## config.mk

```make
export PLATFORM = sky130hd
export DESIGN_NAME = tdm_demux4_flat
export DESIGN_NICKNAME = d
export VERILOG_FILES = /design/src/rtl/tdm_pkg.sv /design/src/rtl/tdm_demux4_if.sv /design/src/rtl/tdm_frame_hold.sv /design/src/rtl/tdm_demux4.sv /design/src/flat_wrapper.sv
export SDC_FILE = /design/constraint.sdc
export NUM_CORES = 1
export LEC_CHECK = 0
export ABC_AREA = 0
export BUFFER_PORTS_ARGS = -buffer_cell sky130_fd_sc_hd__buf_4
export CORE_UTILIZATION = 51
export DETAILED_ROUTE_END_ITERATION = 8
export GPL_TIMING_DRIVEN = 0
export HOLD_SLACK_MARGIN = 0.06
export PLACE_DENSITY = 0.8
export SETUP_SLACK_MARGIN = 0.05
export SYNTH_ARGS = -nofsm -noshare
export SYNTH_HDL_FRONTEND = slang
export SYNTH_SLANG_ARGS = --single-unit
```

## constraint.sdc

```tcl
create_clock -name clk -period 2.5 [get_ports clk]
set_input_delay 0.5 -clock clk [delete_from_list [all_inputs] [get_ports clk]]
set_output_delay 0.5 -clock clk [all_outputs]
set_load 0.02 [all_outputs]
```

## src/rtl/tdm_pkg.sv

```systemverilog
// Shared types and default sizing for the TDM receive path.
package tdm_pkg;

  // Lock FSM: HUNT waits for a frame marker, LOCKED routes bits to slots.
  typedef enum logic {
    HUNT   = 1'b0,
    LOCKED = 1'b1
  } state_t;

  localparam int NCH_DEF      = 4;
  localparam int MISS_MAX_DEF = 2;

endpackage

```

## src/rtl/tdm_demux4_if.sv

```systemverilog
// Bundle of serial input, frame output handshake and status lines.
//
// Handshake: a frame transfers on every rising clk edge where
// frame_valid=1 and frame_ready=1. frame_data is held stable while
// frame_valid=1 and frame_ready=0; frame_valid never drops without a
// transfer except on reset.
interface tdm_demux4_if
  import tdm_pkg::*;
#(
  parameter int NCH = NCH_DEF
);
  localparam int SLOT_W = $clog2(NCH);

  logic              ena;
  logic              din;
  logic              sync;
  logic              frame_ready;
  logic [NCH-1:0]    frame_data;
  logic              frame_valid;
  logic              locked;
  logic [SLOT_W-1:0] slot_idx;
  logic              sync_err;
  logic              overflow;
  state_t            dbg_state;

  // Source of serial bits and consumer of frames.
  modport master (
    output ena, din, sync, frame_ready,
    input  frame_data, frame_valid, locked, slot_idx, sync_err, overflow, dbg_state
  );

  // The demultiplexer itself.
  modport slave (
    input  ena, din, sync, frame_ready,
    output frame_data, frame_valid, locked, slot_idx, sync_err, overflow, dbg_state
  );

endinterface

```

## src/rtl/tdm_frame_hold.sv

```systemverilog
// One-entry output register for completed frames with overflow pulse.
module tdm_frame_hold #(
  parameter int NCH = 4
) (
  input  logic           clk,
  input  logic           rst,
  input  logic           push,
  input  logic [NCH-1:0] push_data,
  input  logic           ready,
  output logic           valid,
  output logic [NCH-1:0] data,
  output logic           overflow
);

  // Load when empty or draining this edge; otherwise drop the new frame.
  always_ff @(posedge clk or posedge rst) begin
    if (rst) begin
      valid    <= 1'b0;
      data     <= '0;
      overflow <= 1'b0;
    end else begin
      overflow <= 1'b0;
      if (push) begin
        if (!valid || ready) begin
          data  <= push_data;
          valid <= 1'b1;
        end else begin
          overflow <= 1'b1;
        end
      end else if (valid && ready) begin
        valid <= 1'b0;
      end
    end
  end

endmodule

```

## src/rtl/tdm_demux4.sv

```systemverilog
// TDM receive demultiplexer: tracks slot position from the frame marker,
// assembles one parallel word per frame and hands it to the output register.
module tdm_demux4
  import tdm_pkg::*;
#(
  parameter int NCH      = NCH_DEF,
  parameter int MISS_MAX = MISS_MAX_DEF
) (
  input  logic         clk,
  input  logic         rst,
  tdm_demux4_if.slave  bus
);

  localparam int SLOT_W = $clog2(NCH);
  localparam int MISS_W = $clog2(MISS_MAX + 1);
  localparam logic [SLOT_W-1:0] LAST_SLOT = SLOT_W'(NCH - 1);
  localparam logic [MISS_W-1:0] MISS_LAST = MISS_W'(MISS_MAX - 1);

  state_t            state;
  logic              locked;
  logic [SLOT_W-1:0] slot_idx;
  logic [NCH-2:0]    shadow;
  logic [MISS_W-1:0] miss_cnt;
  logic              sync_err;
  logic              push;
  logic [NCH-1:0]    push_data;

  // The last slot bit goes straight into the output register, so the frame
  // is offered on the same edge that samples it.
  assign push      = bus.ena && (state == LOCKED) && !bus.sync && (slot_idx == LAST_SLOT);
  assign push_data = {bus.din, shadow};

  // Lock FSM with slot counter, miss counter and shadow register.
  always_ff @(posedge clk or posedge rst) begin
    if (rst) begin
      state    <= HUNT;
      locked   <= 1'b0;
      slot_idx <= '0;
      shadow   <= '0;
      miss_cnt <= '0;
      sync_err <= 1'b0;
    end else begin
      sync_err <= 1'b0;
      if (bus.ena) begin
        case (state)
          HUNT: begin
            if (bus.sync) begin
              shadow[0] <= bus.din;
              slot_idx  <= SLOT_W'(1);
              miss_cnt  <= '0;
              state     <= LOCKED;
              locked    <= 1'b1;
            end
          end
          LOCKED: begin
            if (bus.sync) begin
              // Marker realigns the frame; mid-frame marker is an error and
              // the bits gathered so far are abandoned.
              if (slot_idx != '0) begin
                sync_err <= 1'b1;
              end else begin
                miss_cnt <= '0;
              end
              shadow[0] <= bus.din;
              slot_idx  <= SLOT_W'(1);
            end else if (slot_idx == '0) begin
              if (miss_cnt == MISS_LAST) begin
                state    <= HUNT;
                locked   <= 1'b0;
                slot_idx <= '0;
                miss_cnt <= '0;
              end else begin
                miss_cnt  <= miss_cnt + MISS_W'(1);
                shadow[0] <= bus.din;
                slot_idx  <= SLOT_W'(1);
              end
            end else begin
              if (slot_idx != LAST_SLOT) begin
                shadow[slot_idx] <= bus.din;
                slot_idx         <= slot_idx + SLOT_W'(1);
              end else begin
                slot_idx <= '0;
              end
            end
          end
          default: begin
            state  <= HUNT;
            locked <= 1'b0;
          end
        endcase
      end
    end
  end

  tdm_frame_hold #(.NCH(NCH)) u_hold (
    .clk       (clk),
    .rst       (rst),
    .push      (push),
    .push_data (push_data),
    .ready     (bus.frame_ready),
    .valid     (bus.frame_valid),
    .data      (bus.frame_data),
    .overflow  (bus.overflow)
  );

  assign bus.locked    = locked;
  assign bus.slot_idx  = slot_idx;
  assign bus.sync_err  = sync_err;
  assign bus.dbg_state = state;

endmodule

```

## src/flat_wrapper.sv

```systemverilog
// flat-port wrapper written by rule: the top's interface ports become plain ports
module tdm_demux4_flat import tdm_pkg::*;
#(
  parameter int NCH      = NCH_DEF,
  parameter int MISS_MAX = MISS_MAX_DEF
)
  (clk, rst, bus_ena, bus_din, bus_sync, bus_frame_ready, bus_frame_data, bus_frame_valid, bus_locked, bus_slot_idx, bus_sync_err, bus_overflow, bus_dbg_state);
  tdm_demux4_if #(.NCH(NCH)) bus_i ();
  input  logic clk;
  input  logic rst;
  input wire logic [$bits(bus_i.ena)-1:0] bus_ena;
  input wire logic [$bits(bus_i.din)-1:0] bus_din;
  input wire logic [$bits(bus_i.sync)-1:0] bus_sync;
  input wire logic [$bits(bus_i.frame_ready)-1:0] bus_frame_ready;
  output wire logic [$bits(bus_i.frame_data)-1:0] bus_frame_data;
  output wire logic [$bits(bus_i.frame_valid)-1:0] bus_frame_valid;
  output wire logic [$bits(bus_i.locked)-1:0] bus_locked;
  output wire logic [$bits(bus_i.slot_idx)-1:0] bus_slot_idx;
  output wire logic [$bits(bus_i.sync_err)-1:0] bus_sync_err;
  output wire logic [$bits(bus_i.overflow)-1:0] bus_overflow;
  output wire logic [$bits(bus_i.dbg_state)-1:0] bus_dbg_state;
  assign bus_i.ena = bus_ena;
  assign bus_i.din = bus_din;
  assign bus_i.sync = bus_sync;
  assign bus_i.frame_ready = bus_frame_ready;
  assign bus_frame_data = bus_i.frame_data;
  assign bus_frame_valid = bus_i.frame_valid;
  assign bus_locked = bus_i.locked;
  assign bus_slot_idx = bus_i.slot_idx;
  assign bus_sync_err = bus_i.sync_err;
  assign bus_overflow = bus_i.overflow;
  assign bus_dbg_state = bus_i.dbg_state;
  tdm_demux4 #(.NCH(NCH), .MISS_MAX(MISS_MAX)) u_core (.clk(clk), .rst(rst), .bus(bus_i));
endmodule
```

-- Word level (Yosys, flattened, before mapping)
Index checks and enable logic that the tools add are counted.
- input bits: 6
- register bits: 16
- add/sub/neg operators: 2
- mux-type cells: 40
- eq/ne operators: 12
- order comparisons: 2
- reductions and logical operators: 18
- bitwise operators: 3
- operators with widths (kind ; count):
    $mux 1 ; 24
    $mux 2 ; 9
    $ne 2x2->1 const B ; 6
    $reduce_and 5->1 ; 2
    $ne 4x4->1 const B ; 2
    $pmux 2 s2 ; 2
    $reduce_and 4->1 ; 2
    $ne 3x3->1 const B ; 2
    $pmux 1 s2 ; 3
    $reduce_and 2->1 ; 3
    $logic_and 1x1->1 ; 5
    $add 2x1->2 const B ; 2
    $reduce_bool 2->1 ; 2
    $bwmux 3 ; 1
    $lt 2x3->1 const B ; 1
    $not 1->1 ; 3
    $demux 1 s2 ; 1
    $eq 2x1->1 const B ; 1
    $eq 2x2->1 const B ; 1
    $ge 2x1->1 const B ; 1
    $logic_not 1->1 ; 2
    $logic_not 2->1 ; 1
    $logic_or 1x1->1 ; 1

-- Depth between registers and ports, before layout
Gate-level depths: netlist of run 1.
- depth after elaboration: 9
- gate-level depth with buffers: 5

-- Modules after synthesis
Synthesis of run 1 repeated with hierarchy kept, for this count alone.
- cells, all modules: 73
- area, all modules: 859.6 sq um
- modules (own cells, without submodules) (module ; area an instance (sq um) ; sequential area each (sq um) ; cells an instance ; instances):
    tdm_demux4 ; 609.3 ; 250.2 ; 57 ; 1
    tdm_frame_hold ; 250.2 ; 150.1 ; 16 ; 1

-- Worst setup path before layout of run 1
OpenSTA, ideal clock, no wires.
- path kind: register to register
- from: register u_core.slot_idx[0] (netlist: u_core.bus.slot_idx[0])
- to: register u_core.miss_cnt[0]
- library setup time: 125 ps
- data arrival time: 1502 ps
- cell stages (with the launch flop): 6
- required time: 2375 ps
- path buffers: 0
- setup slack: 874 ps
- cells stage by stage: dfrtp_1 > inv_1 > ha_1 > or2b_1 > nand2_1 > mux2_2
- word-level cells in the longest chain between the ends: 3
- RTL lines (what ; RTL line ; RTL):
    from (decl) ; tdm_demux4.sv:21 ; logic [SLOT_W-1:0] slot_idx;
    from (signal assigned) ; tdm_demux4.sv:80 ; slot_idx <= slot_idx + SLOT_W'(1);
    $reduce_bool 2->1 / $logic_not 2->1 (equally long branches) ; tdm_demux4.sv:59, tdm_demux4.sv:66 ;
    $ne 3x3->1 (no source line) ; - ;
    $reduce_and 4->1 (no source line) (*) ; - ;
    to (signal assigned) ; tdm_demux4.sv:73 ; miss_cnt <= miss_cnt + MISS_W'(1);
    to (decl) ; tdm_demux4.sv:23 ; logic [MISS_W-1:0] miss_cnt;
Every way passes the cells marked *; elsewhere a longest branch is shown, timed or not.
A chain may end at the register's enable or synchronous reset.

-- Final worst setup path of run 1
Same ends and word-level chain as after synthesis.

==> results.md, run 1 <==
Logic synthesis:
- The unique cell type count in the Yosys netlist is 22.
- The synthesized net count is 86.
- The area fraction of the dominant cell type after synthesis is 49.8%.
- After synthesis the cells add up to 805 um2.
- Ranked by instance count, the synthesized netlist is headed by dfrtp_1, mux2_2, nand2_1.
- In the post-synthesis netlist, the biggest area contributors are dfrtp_1, mux2_2, ha_1, o21ai_0, nand2_1.
- During synthesis, Yosys emitted a total of 0 warnings.
- The synthesized instance count is 74.
- Summed over all instances, the cell type with the most area after synthesis is dfrtp_1.
- The mean instance size in the synthesized netlist is ~11 um2.
- The predominant post-synthesis flop cell is dfrtp_1.
- The number of flops mapped to enable cells by yosys is 0.
- The dominant cell by count in the synthesized netlist is dfrtp_1.
- Synthesis inferred 16 register bits.
- Of all flip-flops after synthesis, the portion carrying an async set or reset was 100%.
- The share of the yosys chip area belonging to registers is 49.8%.

Power and ir drop:
- The fraction of power consumed by the clock network is between 10% and 20%.
- Summed over all cells, the static leakage comes to about 0.51 nW.
- The combinational power share is 45.2%.
- The worst-case IR drop observed on VDD is ~0.56 mV.
- In this run switching power makes up about two fifths of total power.
- The internal portion of the total power is ~0.66 mW.
- The analysis attributes to net switching a power of roughly 0.4 mW.
- The sequential group share of total power is between 30% and 40%.
- The total power density per cell area is about 1100 nW/um2.

Worst setup path:
- The critical-path maximum fanout is 6.
- The critical-path cell with the highest stage delay is dfrtp_1.
- The terminus of the critical flop-to-flop path is u_core.miss_cnt[0].
- STA classifies the critical path startpoint as a flop.
- The required time of the critical path is between 2 and 3 ns.
- The arrival time at the worst endpoint is 1.76 ns.
- Walking the worst path, the cells encountered are inv_1 > ha_1 > or2b_1 > nand2_1 > mux2_2.
- Counting both buffers and inverters, the worst setup path holds a total of 1.
- The worst setup path is of the reg2reg kind.
- The kind of cell adding the most delay to the critical path is flip-flops.
- The worst register-to-register path has a setup slack of approximately 0.9 ns.
- The beginning of the worst register-to-register path is u_core.bus.slot_idx[0].
- The length in cells of the worst reg-to-reg path is 5.
- STA classifies the critical path endpoint as a flop.
- The peak per-stage delay on the critical path is about 0.40 ns.

STA:
- The highest clock rate is 633 MHz.
- The number of pins with negative max-slew slack in the final report is 0.
- The sum of negative setup slack is 0 ns.
- The time the final worst path needs with I/O delays and setup is ~1.6 ns.
- Across the routed clock network, the largest skew measured is 0.00665 ns.
- Setup violations remaining at the end of the flow were counted as 0.
- In this run the tightest slew margin relative to its limit is about three fifths.
- Of the available clock period, the critical path in the final layout requires 63.2%.
- Setup repair after global routing left no endpoint under its margin.
- The final number of hold-violating endpoints is 0.
- For the pin with the worst max-slew slack, the measured transition is 0.581 ns.

Floorplanning:
- The die width is around 42 um.
- In this run the vertical extent of the chip is roughly 42 um.
- The number of top-level pins is 17.
- The number of standard-cell rows in the floorplan is 13.
- The floorplan step defined a die boundary enclosing 1740 um2.
- In this run the standard cell core region covers ~1400 um2.
- The effective utilization at floorplan is approximately three fifths.

Cells and area:
- Counting the fill cells in the layout gives between 100 and 150.
- Compared with the post-synthesis result, the final layout area differs by 20.8%.
- The multi-input combinational cells in the finished layout cover a total of between 300 and 400 um2.
- At the end of the flow, the number of nets in the layout was between 100 and 150.
- The antenna diode count is 0.
- The fraction of layout instances using a drive strength above 1 is between 30% and 40%.
- Across the whole layout, storage elements account for between 400 and 500 um2.
- The final cell count without fillers is 108.

Drt:
- Dividing the detail-routed wire length by the instance count gives 12.5 um.
- After detailed routing, the number of vias per cell comes to ~5.3.
- The count of nets left with antenna violations once routing finished came out at 0.
- The final layout contains routed wiring with a total length of 1350 um.
- The total via count in the routed design is approximately 570.
- After detailed routing, the number of remaining DRC violations is 0.
- The count of TritonRoute iterations in the first routing pass is 4.
- For this block, the initial DRC count from the detailed router was 9.

Global route:
- The via count of the first global-routing pass came to approximately 570.
- The initial antenna violation count was 0.
- The aggregate global-route resource usage is between 10% and 20%.
- The first-pass GRT wire length is between 2000 and 2500 um.
- The pin count of the biggest net entering global routing is 17.
- For this run the aggregate overflow at the end of global routing stands at 0.

Outcome:
- The run finished with clean final reports.

Clocking:
- For this design, the CTS-stage hold fixing added 0 buffers.
- The number of post-CTS setup repair buffers is 0.
- The cell sitting at the root of the clock tree is a clkbuf_4.
- The number of gates resized after cts is 0.
- TritonCTS built the clock tree.
- The number of buffers created by CTS is 3.
- The TritonCTS sink count is 16.
- The worst-case clock buffer depth is 2.
- The clock slew at the register clock pins of the worst setup and hold paths is 0.10 ns.
- In this run the number of H-tree levels came out at 1.
- The insertion delay to the later sink of the worst-skew pair is slightly below 0.3 ns.

Place:
- The half-perimeter wire length after detailed placement is 1010 um.
- The global placer's final weighted congestion is approximately 0.86.
- Once placement completed, the tool counted placed cells totaling about 100.
- The total of buffers placed on input and output ports is 15.

Run:
- The max-capacitance violation count is 0.

Min path:
- The class of the tightest hold or removal check is in2async.
==> worst max path at each step <==
stage | start | endpoint | slack, ns | cells after the start
final | u_core.bus.slot_idx[0] | u_core.miss_cnt[0] | 0.92 | 5
after global placement | bus_sync | u_core.u_hold.data[1] | 0.92 | 4
after detailed placement | bus_sync | u_core.u_hold.data[1] | 0.91 | 4
after global routing | u_core.bus.slot_idx[0] | u_core.miss_cnt[0] | 0.81 | 5
after floorplan | u_core.bus.slot_idx[0] | u_core.miss_cnt[0] | 0.87 | 5
after CTS | u_core.bus.slot_idx[0] | u_core.miss_cnt[0] | 0.91 | 5
==> cells in the final DEF, fill, tap and decap left out, types with 2 or more instances in the layout <==
cell and count:
nand4_1 2, clkbuf_4 3, a21oi_1 3, nand2b_1 3
dfrtp_1 16, inv_1 6, ha_1 6, o21ai_0 6
nand2_1 7, nand3_1 2, nor2_1 4, or2b_1 2
buf_4 16, mux2_2 7
==> worst register-to-register path, stage by stage, from the launching register on <==
cell and delay (ns):
dfrtp_1 0.40, inv_1 0.11, ha_1 0.28, or2b_1 0.28
nand2_1 0.09, mux2_2 0.33
==> kinds of logic (layout without fill, tap and decap cells) <==
group | after synthesis | count (layout) | share of synthesized area, %
compound gates | 13 | 13 | 9.64
buf+inv | 7 | 26 | 3.73
mux | 7 | 7 | 9.80
flops | 16 | 16 | 49.8
simple gates | 25 | 25 | 17.7
fa+ha+maj | 6 | 6 | 9.33
==> cell type report <==
type,instances,share of cell area (%)
flip-flops and latches,16,41.2
multi-input cells,51,38.5
repair buffers,15,11.6
clock buffers,4,3.73
inverters,6,2.32
well taps,15,1.93
plain buffers,1,0.772
==> metal layers <==
layer  GRT usage [%]  part of all wire, %
met1            23.7                   47
met2            30.6                   46
met3            2.61                  4.2
met4            9.68                  2.3
met5               0                    0
==> flip-flops by register name (all words and copies together) (netlist names) <==
| register | count |
|---|---|
| u_core.bus.dbg_state | 1 |
| u_core.bus.locked | 1 |
| u_core.bus.slot_idx | 2 |
| u_core.bus.sync_err | 1 |
| u_core.miss_cnt | 2 |
| u_core.shadow | 3 |
| u_core.u_hold.data | 4 |
| u_core.u_hold.overflow | 1 |
| u_core.u_hold.valid | 1 |
==> stage by stage <==
step                cell area, um2  util, %  total power, mW  hold slack (ns)  worst slack (ns)
floorplan                      805        -            0.741            0.414             0.874
global placement               936     67.7            0.899            0.472             0.915
detailed placement             936     67.7            0.910            0.487             0.907
CTS                            972     70.3             1.08            0.290             0.906
global route                   972     70.3             1.16            0.339             0.812
finish                         972     70.3             1.07            0.265             0.920
==> power by group through the flow <==
stage	registers [mW]	logic [mW]	clock network, mW
after global placement	0.421	0.478	0
after detailed placement	0.424	0.486	0
after global routing	0.435	0.543	0.185
final	0.417	0.485	0.170
after CTS	0.419	0.488	0.177
after floorplan	0.496	0.244	0
Power figures use the tool's default switching activity.
==> inputs of run 2 (changes only) <==
Settings changed: ABC_AREA 0 to 1, CORE_UTILIZATION 51 to 47, PLACE_DENSITY 0.8 to 0.77.
Clock period 2.5 ns to 1.4 ns, I/O delays scaled along.
==> results.md, run 2 <==
Worst setup path:
- The number of buffers and inverters on the critical path is 2.
- The cell family contributing the most delay on the critical path is flip-flops.
- Of all nets on the critical path, the largest fanout is 6.
- The path type of the worst setup path is reg2out.
- The arrival time at the worst endpoint is slightly above 1 ns.
- The peak per-stage delay on the critical path is 0.43 ns.
- The cell occurring most often along the worst timing path is buf_4.
- The internal reg-to-reg setup slack is roughly 0.13 ns.
- STA puts the critical path data required time at approximately 1.1 ns.
- Among all stages on the critical path, the largest delay is contributed by dfrtp_2.
- The sort of element at the start of the critical path is a flop.
- The worst setup path is captured at an output pin.
- Traced cell by cell, the critical path runs through buf_4 > buf_4.

Logic synthesis:
- The post-synthesis share of cell area spent on xor and xnor gates is 0%.
- By area the synthesized netlist is led by dfrtp_1, nand2_1, ha_1, inv_1, nand3_1.
- The cell area that synthesis handed to floorplanning was about 860 um2.
- The mean instance size in the synthesized netlist is 8.62 um2.
- The synthesized net count is 112.
- The synthesized design contains 16 register bits.
- The number of warnings printed during yosys synthesis is 0.
- Synthesis produced a netlist whose cell count is 100.
- Of the total synthesized cell area, the portion taken by AND, OR, NAND and NOR gates is around a third.
- The synthesized design spends more area on one cell type than any other, namely dfrtp_1.
- The synthesized netlist devotes roughly 4% of its cell area to compound gates.
- The share of cell area taken by muxes after synthesis is 0%.
- After synthesis, the largest family of logic cells by area is simple AND/OR/NAND/NOR gates.
- By count the netlist is led by nand2_1, dfrtp_1, inv_1.
- Sequential elements use between 40% and 50% of the synthesized area.
- The fraction of synthesis flops using an asynchronous set or reset pin is between 90% and 100%.
- The area fraction of the dominant cell type after synthesis is 46.4%.
- The number of flops mapped to enable cells by yosys is 0.
- The predominant post-synthesis flop cell is dfrtp_1.
- The unique cell type count in the Yosys netlist is 17.
- The synthesized netlist devotes approximately 8.7% of its cell area to adder and majority cells.
- Among all cell types in the netlist, the one instantiated most often is nand2_1.

STA:
- Setup repair after global routing could not meet its margin everywhere.
- The number of pins with negative max-slew slack in the final report is 0.
- Dividing the final minimum period by the clock period gives between 90 and 100%.
- Derived from the worst setup path, the maximum achievable clock frequency is ~760 MHz.
- The final number of hold-violating endpoints was 0.
- The sum of negative setup slack is 0 ns.
- For the final database, setup skew stands at about 0.0042 ns.
- The slew at the pin closest to its max-slew limit is approximately 0.58 ns.
- The number of setup violations in the final report is 0.
- After layout, the minimum clock period comes to between 1 and 1.5 ns.
- The worst pin sits at a relative slew slack of 61.1%.
- After layout, the worst setup slack is 0.0878 ns.

Cells and area:
- Counting flops per register, the top entry is u_core.u_hold.data.
- The largest registers in the layout are u_core.u_hold.data x4, u_core.shadow x3.
- The fraction of layout instances using a drive strength above 1 is between 20% and 30%.
- The growth of design area from synthesis to finish is 24.7%.
- Leaving out fill and tap cells, the most frequent cell in the layout is nand2_1.
- The register with the most flip-flops in the layout has 4 of them.
- The final layout net count is about 140.
- The share of the core filled with cells in the final layout is around 62%.
- In the layout the commonest cells are nand2_1, buf_4, dfrtp_1.
- The repair_antennas step left the layout with diodes totalling 0.

Drt:
- Detailed routing inserted a total of a little over 700 vias.
- Dividing the detail-routed via count by the number of cells gives just under 5.
- After the first detailed-routing iteration, the DRC count stood at 15.
- The residual DRC count is 0.
- The count of TritonRoute iterations in the first routing pass is 4.
- After detailed routing, the total wire length is 1590 um.
- The post-route antenna net violation count is 0.
- The post-detailed-route wirelength per cell is 10.8 um.

Global route:
- The initial antenna violation count is 0.
- The via count of the first global-routing pass was ~620.
- The first global-routing pass estimated 2460 um of wire.
- In the global route stage, met1 resource usage came out at around a fifth.
- The pin count of the biggest net entering global routing is 17.
- For this run, global-route usage on met2 was measured as slightly below 30%.
- The layer flagged by global routing as most heavily used is met2.
- Global routing used about 17% of the available tracks.
- For met3 alone, demand over resource in global routing was under 10%.
- The total congestion overflow after global routing is 0.

Floorplanning:
- The number of standard-cell rows in the floorplan is 15.
- The die covers approximately 2000 um2.
- 17 I/O pins were placed.
- The effective utilization at floorplan is about half.
- The total area inside the core boundary comes to ~1700 um2.
- The die outline height is 44.8 um.
- The floorplan step set the die width to around 45 um.

Clocking:
- The clock slew at the register clock pins of the worst setup and hold paths is 0.09 ns.
- The number of buffers inserted by hold repair at cts is 0.
- TritonCTS built the clock tree.
- The clock passes through at most 2 buffers.
- The clock reaches the later pin of the worst-skew pair after 0.28 ns.
- The H-tree level count is 1.
- The root cell of the clock tree is clkbuf_4.
- TritonCTS created 3 clock buffers.
- The TritonCTS sink count is 16.

Min path:
- The tightest min-delay check is of the in2async type.

Run:
- The max-capacitance violation count is 0.

Power and ir drop:
- The sequential group share of total power is around 36%.
- The analysis attributes to cell leakage a power of ~0.58 nW.
- The fraction of power consumed by the clock network is 12.2%.
- The worst supply voltage drop on vdd is 1.01 mV.
- The fraction of power spent switching nets is between 40% and 50%.
- For this design the ratio of total power to cell area is 1930 nW/um2.
- The switching power of the nets is around 0.90 mW.
- Cell internal power was estimated by the tool at 1.17 mW.
- Combinational logic is responsible for between 50% and 60% of the overall power.

Place:
- The total of buffers placed on input and output ports is 16.
- The global placer's final weighted congestion is ~0.76.
- The HPWL after detailed placement is 1180 um.
- The worst setup slack after placement is approximately 0.021 ns.

Outcome:
- The flow ran to the end, and the final reports show no timing, DRC or antenna violations.
## run 2: cell types whose count changed in the layout (fill, tap and decap cells not counted), moves of 3 or more
cell      before  now
nand3_1        2   10
nand2_1        7   27
mux2_2         7    0
inv_1          6   12
inv_2          0    3
nand2b_1       3    0
nor2_1         4    9
## run 2: logic make-up (layout without fill, tap and decap cells)
group	after synthesis	after routing
AO/OA/AOI/OAI	7	7
adder cells (fa/ha/maj)	6	6
buffers and inverters	16	38
flip-flops	16	16
AND/OR/NAND/NOR	55	55
## run 2: per-layer routing
metal | vias to the layer above | wire (um)
li1 | 364 | -
met1 | 323 | 728
met2 | 28 | 753
met3 | 6 | 80
met4 | 0 | 24
met5 | - | 0
## run 2: final timing paths
check	from	endpoint	cells past startpoint
max	u_core.bus.dbg_state	bus_dbg_state	2
min	rst	u_core.bus.slot_idx[1]	2
max reg2reg	u_core.bus.slot_idx[0]	u_core.bus.locked	7
min reg2reg	u_core.shadow[2]	u_core.shadow[2]	2
max in group asynchronous	rst	u_core.bus.dbg_state	2
min in group clk	bus_din	u_core.u_hold.data[3]	3
## run 2: layout make-up
| cell class | count | area (um2) |
|---|---|---|
| sequential | 16 | 403 |
| timing repair buffer | 18 | 135 |
| multi-input combinational | 68 | 405 |
| fill | 147 | 652 |
| tap | 25 | 31.3 |
| clock buffer | 4 | 26.3 |
| inverter | 16 | 73.8 |
## run 2: power groups by stage
| stage | logic [mW] | registers (mW) | clock network, mW |
|---|---|---|---|
| after floorplan | 0.504 | 0.902 | 0 |
| after global placement | 0.926 | 0.767 | 0 |
| after detailed placement | 0.953 | 0.776 | 0 |
| after CTS | 0.974 | 0.772 | 0.260 |
| after global routing | 1.17 | 0.775 | 0.278 |
| final | 1.07 | 0.754 | 0.253 |
## run 2: what timing repair did
item / in CTS / in global routing
endpoints found under the setup margin: 7 / 8
resized for setup: 4 / 3
buffers inserted: 0 / 2
## run 2: stage by stage
step	cells	instance area, um2	total power [mW]	hold slack (ns)
after floorplan	100	863	1.41	0.194
after global placement	141	1010	1.69	0.377
after detailed placement	141	1010	1.73	0.385
after CTS	145	1050	2.01	0.0716
after global routing	147	1070	2.23	0.117
final	147	1070	2.07	0.0528
==> inputs of run 3 (changes only) <==
Settings changed: CORE_UTILIZATION 47 to 36, PLACE_DENSITY 0.77 to 0.63.
==> results.md, run 3 (same netlist as run 2, synthesis figures left out) <==
Cells and area:
- The fraction of layout instances using a drive strength above 1 is a little under a third.
- The largest register by flop count is u_core.u_hold.data.
- The share of the core filled with cells in the final layout is about half.
- The area taken by flip-flops and latches is just over 400 um2.
- The area of the multi-input gates is 412 um2.
- With fillers left out, the area of the finished cells amounts to between 1000 and 1500 um2.
- The net count of the finished layout is 136.
- In the layout the commonest cells are nand2_1, buf_4, dfrtp_1.
- The largest registers in the layout are u_core.u_hold.data x4, u_core.shadow x3.
- The antenna diode count is 0.
- The growth of design area from synthesis to finish is 27.9%.
- The library cell used most frequently in the layout, excluding fill and tap cells, is nand2_1.
- The register with the most flip-flops in the layout has 4 of them.
- Fill cells in the final layout number 226.

Floorplanning:
- The total core area is 2230 um2.
- In this run the vertical extent of the chip is between 50 and 60 um.
- For this configuration, the core starts out at a cell density of about two fifths.
- Pin placement for this block handled 17 I/O pins.
- The die width is 50.9 um.
- The die area is 2590 um2.
- The initialized floorplan defines 17 standard-cell rows.

STA:
- For the pin with the worst max-slew slack, the measured transition is about 0.6 ns.
- The time the final worst path needs with I/O delays and setup is 1.31 ns.
- On the final layout, the worst clock skew is 0.00278 ns.
- The relative slew slack is ~60%.
- In the post-route analysis, the smallest setup slack over all paths is around 0.094 ns.
- Setup total negative slack on the finished layout was measured at 0 ns.
- The number of setup violations in the final report is 0.
- Setup repair after global routing could not meet its margin everywhere.
- The number of pins with negative max-slew slack in the final report was 0.
- The highest clock rate is about 770 MHz.
- The final number of hold-violating endpoints is 0.
- After layout, the worst path uses approximately 93% of the clock period.

Place:
- The worst setup slack after placement is between 0.03 and 0.04 ns.
- The total of buffers placed on input and output ports is 16.
- The congestion estimate from routability-driven global placement came to between 0.7 and 0.8.
- The post-place instance area is 1020 um2.
- Summed over all nets, the half-perimeter wirelength after detailed placement is 1230 um.

Clocking:
- The clock reaches the later pin of the worst-skew pair after 0.28 ns.
- After clock tree synthesis, the clock-pin slew on the worst setup and hold paths is roughly 0.09 ns.
- TritonCTS built the clock tree.
- The number of buffers created by CTS is 3.
- Clock tree synthesis selected as its root buffer the cell clkbuf_4.
- The tree built by TritonCTS fans out to 16 sinks.
- The clock passes through at most 2 buffers.
- CTS built an H-tree with a depth of 1.

Drt:
- Signal routing reaches up to met4.
- After detailed routing, the number of vias per cell comes to 4.60.
- In the final routed layout, each cell accounts on average for 10.7 um.
- The met1 wire length is roughly 730 um.
- The routed design has around 1600 um of wire.
- The violation count after the first detailed-routing iteration is 7.
- The total via count in the routed design is 694.
- The post-route antenna net violation count is 0.
- The count of TritonRoute iterations in the first routing pass is 4.
- After detailed routing, the number of remaining DRC violations is 0.
- The met2 routed wirelength is between 700 and 800 um.
- The met3 wirelength from detailed routing is between 60 and 70 um.

Outcome:
- The flow ran to the end, and the final reports show no timing, DRC or antenna violations.

Worst setup path:
- Walking the worst path, the cells encountered are buf_4 > buf_4.
- The required time of the critical path is approximately 1.1 ns.
- The path type of the worst setup path is reg2out.
- For this run, the slowest stage of the critical path takes roughly 0.45 ns.
- The sort of element at the start of the critical path is a flop.
- Among the stages of the critical path, the cell type that occurs most often is buf_4.
- The critical-path cell with the highest stage delay is dfrtp_2.
- Along the worst path, the maximum fanout reaches 5.
- The arrival time at the worst endpoint is approximately 1 ns.
- The nature of the critical path endpoint is an output pin.

Global route:
- The aggregate global-route resource usage is about 14%.
- The first global-routing pass estimated about 2600 um of wire.
- The via count of the first global-routing pass was roughly 620.
- The initial antenna violation count is 0.
- Entering global routing, the biggest net connects 17 pins.
- The total overflow left after global routing is 0.

Power and ir drop:
- The worst supply voltage drop on vdd is approximately 1.3 mV.
- The analysis attributes to cell leakage a power of between 0.5 and 0.6 nW.
- For this design the ratio of total power to cell area is between 1500 and 2000 nW/um2.

Min path:
- The class of the tightest hold or removal check is in2async.

Run:
- The max-capacitance violation count is 0.
==> run 3: cell types whose count changed in the layout (fill, tap and decap cells not counted), sizes merged <==
cell	delta
buf	+1
==> run 3: timing repair <==
action | 4_1_cts | 5_1_grt
pin swaps | 0 | 1
setup buffers | 0 | 3
hold buffers | 0 | 0
endpoints found under the setup margin | 7 | 11
resized for setup | 3 | 6
==> run 3: report_power, final <==
part	switching [mW]	leakage (nW)	internal (mW)
combinational	0.640	0.367	0.424
clock	0.138	0.0210	0.158
sequential	0.121	0.201	0.640
==> run 3: worst paths after layout <==
path / end / slack, ns / startpoint / cells after the start
hold / removal: u_core.bus.sync_err / 0.06 / rst / 2
min in group clk: u_core.u_hold.data[3] / 0.26 / bus_din / 3
setup reg to reg: u_core.bus.slot_idx[0] / 0.11 / u_core.bus.slot_idx[1] / 7
setup / recovery: bus_dbg_state / 0.09 / u_core.bus.dbg_state / 2
max in group asynchronous: u_core.bus.slot_idx[0] / 0.92 / rst / 2
hold reg to reg: u_core.shadow[2] / 0.48 / u_core.shadow[2] / 2
==> run 3: cell type report <==
type | count | share of cell area [%]
Multi-Input combinational cell | 68 | 37.3
Sequential cell | 16 | 36.5
Timing Repair Buffer | 19 | 12.9
Inverter | 16 | 6.70
Clock buffer | 4 | 3.29
Tap cell | 28 | 3.18
==> run 3: metal layers <==
metal | vias up | track usage (%)
li1 | 362 | -
met1 | 320 | 16.6
met2 | 10 | 23.2
met3 | 2 | 4.76
met4 | 0 | 3.24
met5 | - | 0
==> run 3: metrics by stage <==
| step | hold slack (ns) | power [mW] | instances |
|---|---|---|---|
| after detailed placement | 0.398 | 1.73 | 144 |
| final | 0.0601 | 2.12 | 151 |
| after global placement | 0.386 | 1.71 | 144 |
| after CTS | 0.0824 | 2.06 | 148 |
| after floorplan | 0.194 | 1.41 | 100 |
| after global routing | 0.112 | 2.29 | 151 |
==> run 3: critical path: cells and delay by family, from the launching register on <==
family                 cells  cell delay (ns)
buffers and inverters      2             0.30
flip-flops                 1             0.45
